--- src/rtl/dcache_tbus_sched_pkg.sv ---
// Purpose: shared op-type codes and scheduler state/owner encodings for the dcache tbus scheduler.
// Latency: n/a (types and constants only).
// Backpressure: n/a.
// Contents: TBUS_OPTYPE_W, TBUS_READ, TBUS_WRITE, sched_state_e, sched_owner_e.
package dcache_tbus_sched_pkg;

  localparam int TBUS_OPTYPE_W = 2;
  // Reset drives the op-type output to 0, so both real op codes are nonzero.
  localparam logic [TBUS_OPTYPE_W-1:0] TBUS_READ  = 2'd1;
  localparam logic [TBUS_OPTYPE_W-1:0] TBUS_WRITE = 2'd2;

  typedef enum logic [1:0] {
    SCHED_IDLE  = 2'd0,
    SCHED_ISSUE = 2'd1,
    SCHED_WAIT  = 2'd2
  } sched_state_e;

  typedef enum logic {
    OWNER_SQ  = 1'b0,
    OWNER_LSU = 1'b1
  } sched_owner_e;

endpackage

--- src/rtl/dcache_tbus_sched_age_pick.sv ---
// Purpose: two-way SQ/LSU priority picker with an LSU starvation counter.
// Latency: readies are combinational from the valids; the counter updates on the accepting edge.
// Backpressure: no ready is granted unless the scheduler is idle and the dcache can take a request.
// Ports: clock, reset_n; sq_valid, lsu_valid, redirect_valid, tbus_index_ready, in_idle in;
//        sq_ready, lsu_ready, starve_cnt out.
module tbus_age_pick #(
  parameter int STARVE_LIMIT = 8,
  parameter int CNT_W        = 4
) (
  input  logic             clock,
  input  logic             reset_n,
  input  logic             sq_valid,
  input  logic             lsu_valid,
  input  logic             redirect_valid,
  input  logic             tbus_index_ready,
  input  logic             in_idle,
  output logic             sq_ready,
  output logic             lsu_ready,
  output logic [CNT_W-1:0] starve_cnt
);

  localparam logic [CNT_W-1:0] LIMIT   = CNT_W'(STARVE_LIMIT);
  localparam logic [CNT_W-1:0] CNT_MAX = '1;

  logic lsu_aged;

  // SQ normally has priority; once the LSU has been passed over LIMIT times it wins.
  assign lsu_aged  = (starve_cnt >= LIMIT);
  assign lsu_ready = in_idle & lsu_valid & tbus_index_ready & ~redirect_valid
                   & (~sq_valid | lsu_aged);
  assign sq_ready  = in_idle & sq_valid & tbus_index_ready & ~lsu_ready;

  always_ff @(posedge clock or negedge reset_n) begin
    if (!reset_n) begin
      starve_cnt <= '0;
    end else if (lsu_ready) begin
      starve_cnt <= '0;
    end else if (sq_ready && lsu_valid && starve_cnt != CNT_MAX) begin
      starve_cnt <= starve_cnt + CNT_W'(1);
    end
  end

endmodule

--- src/rtl/dcache_tbus_sched.sv ---
// Purpose: shares the single dcache tbus port between the store queue and the load unit.
// Latency: accept at T -> tbus_index_valid at T+1; dcache done at D -> requester done/data at D+1.
// Backpressure: one transaction in flight; requesters see ready only in IDLE with tbus_index_ready high.
// Ports: clock, reset_n; sq2arb_* (SQ request/response), lsu2arb_* (LSU request/response),
//        redirect_valid (kills in-flight LSU responses), tbus_* (dcache request/response).
module dcache_tbus_sched
  import dcache_tbus_sched_pkg::*;
#(
  parameter int STARVE_LIMIT = 8,
  parameter int CNT_W        = 4
) (
  input  logic                     clock,
  input  logic                     reset_n,
  input  logic                     sq2arb_tbus_index_valid,
  output logic                     sq2arb_tbus_index_ready,
  input  logic [63:0]              sq2arb_tbus_index,
  input  logic [63:0]              sq2arb_tbus_write_data,
  input  logic [63:0]              sq2arb_tbus_write_mask,
  input  logic [TBUS_OPTYPE_W-1:0] sq2arb_tbus_operation_type,
  output logic [63:0]              sq2arb_tbus_read_data,
  output logic                     sq2arb_tbus_operation_done,
  input  logic                     lsu2arb_tbus_index_valid,
  output logic                     lsu2arb_tbus_index_ready,
  input  logic [63:0]              lsu2arb_tbus_index,
  output logic [63:0]              lsu2arb_tbus_read_data,
  output logic                     lsu2arb_tbus_operation_done,
  input  logic                     redirect_valid,
  output logic                     tbus_index_valid,
  input  logic                     tbus_index_ready,
  output logic [63:0]              tbus_index,
  output logic [63:0]              tbus_write_data,
  output logic [63:0]              tbus_write_mask,
  output logic [TBUS_OPTYPE_W-1:0] tbus_operation_type,
  input  logic [63:0]              tbus_read_data,
  input  logic                     tbus_operation_done
);

  sched_state_e     state;
  sched_owner_e     owner;
  logic             kill;
  logic             in_idle;
  logic             rsp_fire;
  logic             lsu_drop;
  logic [CNT_W-1:0] starve_cnt_unused;  // kept for observability only

  // Readies are combinational; gating with reset_n keeps them low while reset is held.
  assign in_idle = (state == SCHED_IDLE) & reset_n;

  // A response is taken in WAIT, or in ISSUE only together with the request handshake.
  assign rsp_fire = tbus_operation_done &
                    ((state == SCHED_WAIT) | ((state == SCHED_ISSUE) & tbus_index_ready));
  // A redirect arriving in the completion cycle still kills the LSU response.
  assign lsu_drop = (owner == OWNER_LSU) & (kill | redirect_valid);

  tbus_age_pick #(
    .STARVE_LIMIT(STARVE_LIMIT),
    .CNT_W       (CNT_W)
  ) u_pick (
    .clock           (clock),
    .reset_n         (reset_n),
    .sq_valid        (sq2arb_tbus_index_valid),
    .lsu_valid       (lsu2arb_tbus_index_valid),
    .redirect_valid  (redirect_valid),
    .tbus_index_ready(tbus_index_ready),
    .in_idle         (in_idle),
    .sq_ready        (sq2arb_tbus_index_ready),
    .lsu_ready       (lsu2arb_tbus_index_ready),
    .starve_cnt      (starve_cnt_unused)
  );

  always_ff @(posedge clock or negedge reset_n) begin
    if (!reset_n) begin
      state                       <= SCHED_IDLE;
      owner                       <= OWNER_SQ;
      kill                        <= 1'b0;
      tbus_index_valid            <= 1'b0;
      tbus_index                  <= '0;
      tbus_write_data             <= '0;
      tbus_write_mask             <= '0;
      tbus_operation_type         <= '0;
      sq2arb_tbus_read_data       <= '0;
      sq2arb_tbus_operation_done  <= 1'b0;
      lsu2arb_tbus_read_data      <= '0;
      lsu2arb_tbus_operation_done <= 1'b0;
    end else begin
      sq2arb_tbus_operation_done  <= 1'b0;
      lsu2arb_tbus_operation_done <= 1'b0;

      case (state)
        SCHED_IDLE: begin
          if (lsu2arb_tbus_index_ready) begin
            owner               <= OWNER_LSU;
            tbus_index          <= lsu2arb_tbus_index;
            tbus_write_data     <= '0;
            tbus_write_mask     <= '0;
            tbus_operation_type <= TBUS_READ;
            tbus_index_valid    <= 1'b1;
            state               <= SCHED_ISSUE;
          end else if (sq2arb_tbus_index_ready) begin
            owner               <= OWNER_SQ;
            tbus_index          <= sq2arb_tbus_index;
            tbus_write_data     <= sq2arb_tbus_write_data;
            tbus_write_mask     <= sq2arb_tbus_write_mask;
            tbus_operation_type <= sq2arb_tbus_operation_type;
            tbus_index_valid    <= 1'b1;
            state               <= SCHED_ISSUE;
          end
        end
        SCHED_ISSUE: begin
          if (tbus_index_ready) begin
            tbus_index_valid <= 1'b0;
            state            <= rsp_fire ? SCHED_IDLE : SCHED_WAIT;
          end
        end
        SCHED_WAIT: begin
          if (rsp_fire) state <= SCHED_IDLE;
        end
        default: state <= SCHED_IDLE;
      endcase

      // The dcache cannot abort, so a killed LSU load still runs to completion silently.
      if (rsp_fire) begin
        kill <= 1'b0;
      end else if (state != SCHED_IDLE && owner == OWNER_LSU && redirect_valid) begin
        kill <= 1'b1;
      end

      if (rsp_fire) begin
        if (owner == OWNER_SQ) begin
          sq2arb_tbus_read_data      <= tbus_read_data;
          sq2arb_tbus_operation_done <= 1'b1;
        end else if (!lsu_drop) begin
          lsu2arb_tbus_read_data      <= tbus_read_data;
          lsu2arb_tbus_operation_done <= 1'b1;
        end
      end
    end
  end

endmodule
--- config.mk ---
export PLATFORM = sky130hd
export DESIGN_NAME = dcache_tbus_sched
export DESIGN_NICKNAME = d
export VERILOG_FILES = /design/src/rtl/dcache_tbus_sched_pkg.sv /design/src/rtl/dcache_tbus_sched_age_pick.sv /design/src/rtl/dcache_tbus_sched.sv
export SDC_FILE = /design/constraint.sdc
export NUM_CORES = 1
export LEC_CHECK = 0
export CORE_AREA = 2 2 258 260
export DETAILED_ROUTE_END_ITERATION = 10
export DIE_AREA = 0 0 260 262
export DONT_BUFFER_PORTS = 1
export SLEW_MARGIN = 20
export SYNTH_ARGS = -nofsm -noshare
export SYNTH_HDL_FRONTEND = slang
export SYNTH_SLANG_ARGS = --single-unit
export TNS_END_PERCENT = 1
--- constraint.sdc ---
create_clock -name clock -period 4 [get_ports clock]
set_input_delay 0.4 -clock clock [delete_from_list [all_inputs] [get_ports clock]]
set_output_delay 0.4 -clock clock [all_outputs]
set_load 0.02 [all_outputs]
## Word-level counts from Yosys, hierarchy flattened

Index checks and enable logic that the tools add are counted.

- Flip-flop bits (word level): 333
- Output and inout bits: 327

- Add/sub/neg operators: 1
- $lt $le $gt $ge: 1
- Equal/unequal tests: 6
- Muxes and demuxes: 29
- Bitwise gates (word level): 19
- Reductions and logical operators: 15

Operators by type and width:

| operator | count |
|---|---|
| 2-to-1 mux 64 bit | 6 |
| 2-to-1 mux 2 bit | 7 |
| 2-to-1 mux 1 bit | 12 |
| AND 1 bit | 11 |
| nonzero test 2 bit | 5 |
| AND reduction 3 bit | 3 |
| 2-to-1 mux 4 bit | 2 |
| case mux 2 bit (3 select lines) | 1 |
| NOT 1 bit | 5 |
| adder 4 x 1 -> 4 bit, second input constant | 1 |
| greater-or-equal comparator 4 bit, second input constant | 1 |
| logical AND 1 bit | 4 |
| != test 2 bit, second input constant | 2 |
| != test 4 bit, second input constant | 1 |
| AND reduction 2 bit | 2 |
| != test 3 x 1 -> 1 bit, second input constant | 1 |
| OR 1 bit | 3 |
| equality test 2 x 1 -> 1 bit, second input constant | 1 |
| equality test 2 bit, second input constant | 1 |
| logical NOT 2 bit | 1 |
| case mux 1 bit (2 select lines) | 1 |

## Depth between registers and ports, before layout

- Depth after elaboration: 12
- Gate-level depth with buffers: 7
- Depth with buffers taken out: 5

## Cells and area by module

A second synthesis with hierarchy kept.

- Cell total of the unflattened synthesis: 1114
- Area, all modules: 14397.6 µm²

By module, submodules not included:

| module | instances | cells each | area each (µm²) | seq. area each (µm²) |
|---|---|---|---|---|
| dcache_tbus_sched | 1 | 1083 | 14106.0 | 8232.9 |
| tbus_age_pick | 1 | 31 | 291.5 | 100.1 |

## Worst setup path after synthesis

Ideal clock, no wire load.

- Path type: reg2reg
- Start: register state[1]
- End: register lsu2arb_tbus_read_data[0]
- Library setup time: 125 ps
- Arrival time: 1778 ps
- Required time: 3875 ps
- Setup slack: 2097 ps
- Cell stages (with the launch flop): 7
- Path through: dfrtp_1 > and3b_2 > o21ai_2 > or4b_4 > buf_6 > buf_6 > mux2_4

- Cells in the longest elaborated chain, start to end: 5

RTL lines:

| element | RTL line | text |
|---|---|---|
| start: declaration | dcache_tbus_sched.sv:38 | `sched_state_e state;` |
| start signal: assignment | dcache_tbus_sched.sv:112 | `state <= rsp_fire ? SCHED_IDLE : SCHED_WAIT;` |
| equality test 2 x 1 -> 1 bit | dcache_tbus_sched.sv:51 | `((state == SCHED_WAIT) \| ((state == SCHED_ISSUE) & tbus_index_ready));` |
| AND 1 bit | dcache_tbus_sched.sv:51 |  |
| OR 1 bit (*) | dcache_tbus_sched.sv:51 |  |
| AND 1 bit (*) | dcache_tbus_sched.sv:50 | `assign rsp_fire = tbus_operation_done &` |
| AND reduction 3 bit (no line) (*) | n/a |  |
| end signal: assignment | dcache_tbus_sched.sv:133 | `lsu2arb_tbus_read_data <= tbus_read_data;` |
| end: declaration | dcache_tbus_sched.sv:25 | `output logic [63:0] lsu2arb_tbus_read_data,` |

Mark *: on every way between the ends. The rest lies on a longest branch, timed or not.
A chain may end at the register's enable or synchronous reset.

## Worst setup path in the final report

- Start: register state[1]
- End: output port sq2arb_tbus_index_ready

- Cells in the longest elaborated chain, start to end: 8

RTL lines:

| element | RTL line | text |
|---|---|---|
| logical NOT 2 bit (*) | dcache_tbus_sched.sv:47 | `assign in_idle = (state == SCHED_IDLE) & reset_n;` |
| AND 1 bit (*) | dcache_tbus_sched.sv:47 |  |
| AND 1 bit (3 in a row) | dcache_tbus_sched_age_pick.sv:29 | `assign lsu_ready = in_idle & lsu_valid & tbus_index_ready & ~redirect_valid` |
| AND 1 bit | dcache_tbus_sched_age_pick.sv:30 | `& (~sq_valid \| lsu_aged);` |
| NOT 1 bit | dcache_tbus_sched_age_pick.sv:31 | `assign sq_ready = in_idle & sq_valid & tbus_index_ready & ~lsu_ready;` |
| AND 1 bit (*) | dcache_tbus_sched_age_pick.sv:31 |  |
| end: declaration | dcache_tbus_sched.sv:15 | `output logic sq2arb_tbus_index_ready,` |

Marked as above.

==> key figures <==
Finish
  – Share of layout cells above drive strength 1: 0.195
  – NumNets Final: 1344
  – Final Cell Area: 0.0168 sq mm
  – Synth-to-layout area growth: 32.0%
  – # diodes: 0

Placed design
  – RePlAce Congestion: 0.847
  – Hpwl dp: 25.3 mm
  – DP Area: 0.0136 sq mm
  – Pre-CTS WS: 1.22 ns
  – Number of buffers added on ports: 0

Clocking
  – Clock transition at path regs: 0.06 ns
  – CTS tree: built
  – CTS H-tree lvls: 2
  – CTS root buf: clkbuf_16
  – Worst-Skew Late Latency: 0.53 ns
  – Clk sinks: 333
  – Post-CTS Setup Bufs: 0
  – Hold_buf cts: 196
  – CTS max path bufs: 3
  – CTS Buf Count: 35

Power and ir drop
  – Power per Cell Area: 676 mW/mm^2
  – LEAKAGE: 7.42 nW
  – Clock power share: 0.296
  – Max VDD drop: 0.292 mV
  – Logic pwr share: 0.129
  – Int Pwr: 7.41 mW
  – Total power: 11.3 mW
  – NetSw: 3.94 mW
  – Flop pwr share: 0.575
  – Switching Share: 0.347

Synthesis
  – Flops & latches, synth: 333
  – Ys async rst share: 1.00
  – Gate Count Post-Synth: 842
  – Mapped cell area: 0.0127 sq mm
  – Post-synth cell types: 34
  – Seq/Total Area, Yosys: 0.656
  – Post-synth EDFFs: 0
  – Post-Syn Nets: 1173
  – Top_reg_cell synth: dfrtp_1
  – Avg Cell Area, Syn: 15.1 sq um
  – Synth warn: 0

Timing
  – Max-slew violation count: 0
  – Setup Viol. Count Final: 0
  – Final worst clock skew: 0.0129 ns
  – Final period utilization: 0.735
  – Worst hold margin: -0.421 ns
  – RSZ-0062 raised after global routing: no
  – FMAX: 340 MHz
  – Final worst path period need: 2.94 ns
  – Setup ws final: 1.06 ns
  – Slew HR: 0.446
  – Final setup TNS: 0 ns
  – Final hold vios: 333
  – Worst-Margin Slew: 0.823 ns

Die
  – Die ar.: 0.0681 sq mm
  – Starting Density: 0.195
  – Die X: 260 microns
  – Core region area: 0.0653 sq mm
  – Vert. Die Dim: 262 microns
  – Top Ports: 656
  – Site Rows: 94

Worst setup path
  – Worst setup EP type: output port
  – CP startpoint kind: flip-flop
  – Req. time, crit path: 3.60 ns
  – Critical path class: flip-flop to output port
  – Critical path arrival: 2.54 ns
  – CP max FO: 121
  – Reg2reg setup slack: 1.35 ns

Route
  – Final ANT Viol Nets: 0
  – Final wirelength: 38.4 mm
  – Avg WL per Cell: 20.2 microns
  – Drc violations: 0
  – 1st-pass router iterations: 5
  – Vias per cell: 4.41
  – First DRT Iteration DRCs: 486
  – Vias: 8373

Min path
  – Worst hold path type: primary input to asynchronous set/reset pin

Job
  – Max Cap Viol: 0

Global routing
  – Remaining Overflow, GRT: 0
  – Pin count of the biggest net entering global routing: 336
  – Vias in the first global route: 8777
  – Antenna violations before repair: 5
  – GRT Total Usage: 0.103
  – Global-route wire length before repair: 53.8 mm

Status
  – Failing checks: hold timing
  – Status: finished, violations left
power by group through the flow:
stage	sequential (mW)	clock [mW]	combinational, mW
6_report	6.53	3.36	1.46
5_1_grt	6.63	3.64	1.59
4_1_cts	6.51	3.48	1.46
3_5_place_dp	6.55	0	1.29
3_3_place_gp	6.55	0	1.20
2_1_floorplan	6.18	0	1.12
cells in the final DEF, fill, tap and decap left out, types with 6 or more instances in the layout:
| cell type | synthesis | final |
|---|---|---|
| mux2_2 | 80 | 80 |
| inv_1 | 6 | 6 |
| mux2_4 | 49 | 49 |
| buf_4 | 0 | 7 |
| dfrtp_1 | 333 | 333 |
| a22o_1 | 130 | 130 |
| a2bb2oi_1 | 64 | 64 |
| nor2_1 | 8 | 6 |
| clkbuf_8 | 0 | 6 |
| clkbuf_16 | 0 | 37 |
| dlygate4sd3_1 | 0 | 196 |
| o22ai_1 | 64 | 64 |
critical path: stages (launching register included):
cell and delay (ns):
dfrtp_1 0.42, nor2b_1 0.20, nand2_1 0.23, nor2_4 0.52
buf_12 0.37
timing repair:
action                     4_1_cts  5_1_grt
resized for setup                0        0
setup endpoints to repair        0        0
hold endpoints to repair       592      333
Yosys cell counts (2+ instances only):
| cell | instances | area share |
|---|---|---|
| a21oi_1 | 4 | 0.0016 |
| a22o_1 | 130 | 0.090 |
| a2bb2oi_1 | 64 | 0.044 |
| a31oi_1 | 2 | 0.00098 |
| buf_1 | 5 | 0.0015 |
| buf_2 | 13 | 0.0051 |
| buf_6 | 6 | 0.0053 |
| clkbuf_1 | 47 | 0.014 |
| dfrtp_1 | 333 | 0.66 |
| ha_1 | 2 | 0.0020 |
| inv_1 | 6 | 0.0018 |
| mux2_2 | 80 | 0.071 |
| mux2_4 | 49 | 0.058 |
| nand2_1 | 6 | 0.0018 |
| nand3_1 | 2 | 0.00079 |
| nor2_1 | 8 | 0.0024 |
| nor2b_1 | 3 | 0.0015 |
| o21ai_0 | 2 | 0.00079 |
| o22ai_1 | 64 | 0.032 |
| o31ai_1 | 2 | 0.0012 |
per-stage QoR:
| stage | hold slack, ns | utilization | instances |
|---|---|---|---|
| global placement | 0.111 | 0.208 | 1644 |
| detailed placement | 0.111 | 0.208 | 1644 |
| floorplan | 0.104 | - | 842 |
| finish | -0.421 | 0.257 | 1899 |
| global route | -0.480 | 0.257 | 1899 |
| CTS | -0.473 | 0.257 | 1899 |
sequential cells by signal (all words and copies together), names as in the netlist:
| signal | cells |
|---|---|
| lsu2arb_tbus_read_data | 64 |
| sq2arb_tbus_read_data | 64 |
| tbus_index | 64 |
| tbus_write_data | 64 |
| tbus_write_mask | 64 |
| u_pick.starve_cnt | 4 |
| state | 2 |
| tbus_operation_type | 2 |
| kill | 1 |
| lsu2arb_tbus_operation_done | 1 |
| owner | 1 |
| sq2arb_tbus_operation_done | 1 |
| tbus_index_valid | 1 |
final timing paths:
path,start,to,cells after the start
worst min-delay path,reset_n,lsu2arb_tbus_read_data[23],0
worst max-delay path,state[1],sq2arb_tbus_index_ready,4
worst max register to register,u_pick.starve_cnt[3],tbus_index[13],5
max in group asynchronous,reset_n,tbus_index[18],0
worst min register to register,kill,kill,1
min in group clock,tbus_read_data[33],sq2arb_tbus_read_data[33],1
logic make-up (layout without fill, tap and decap cells):
kind of cell | count (synthesis) | count (layout) | synth area share
AO/OA/AOI/OAI | 277 | 277 | 0.176
adder cells (fa/ha/maj) | 2 | 2 | 0.00197
buffers and inverters | 77 | 270 | 0.0276
flip-flops | 333 | 333 | 0.656
multiplexers | 129 | 129 | 0.129
AND/OR/NAND/NOR | 24 | 24 | 0.00985
layer usage:
metal / track usage / wire, microns
met1: 0.115 / 14100
met5: 0 / 65
met3: 0.0402 / 3820
met2: 0.172 / 19000
met4: 0.0492 / 1500
area by class of cell:
type,count,area [sq um]
fillers,6626,48500
flip-flops and latches,333,8330
multi-input cells,432,4090
repair buffers,205,2050
well taps,864,1080
clock buffers,48,1030
clock inverters,11,169
inverters,6,22.5
No activity file was read; power rests on OpenSTA's default activity.
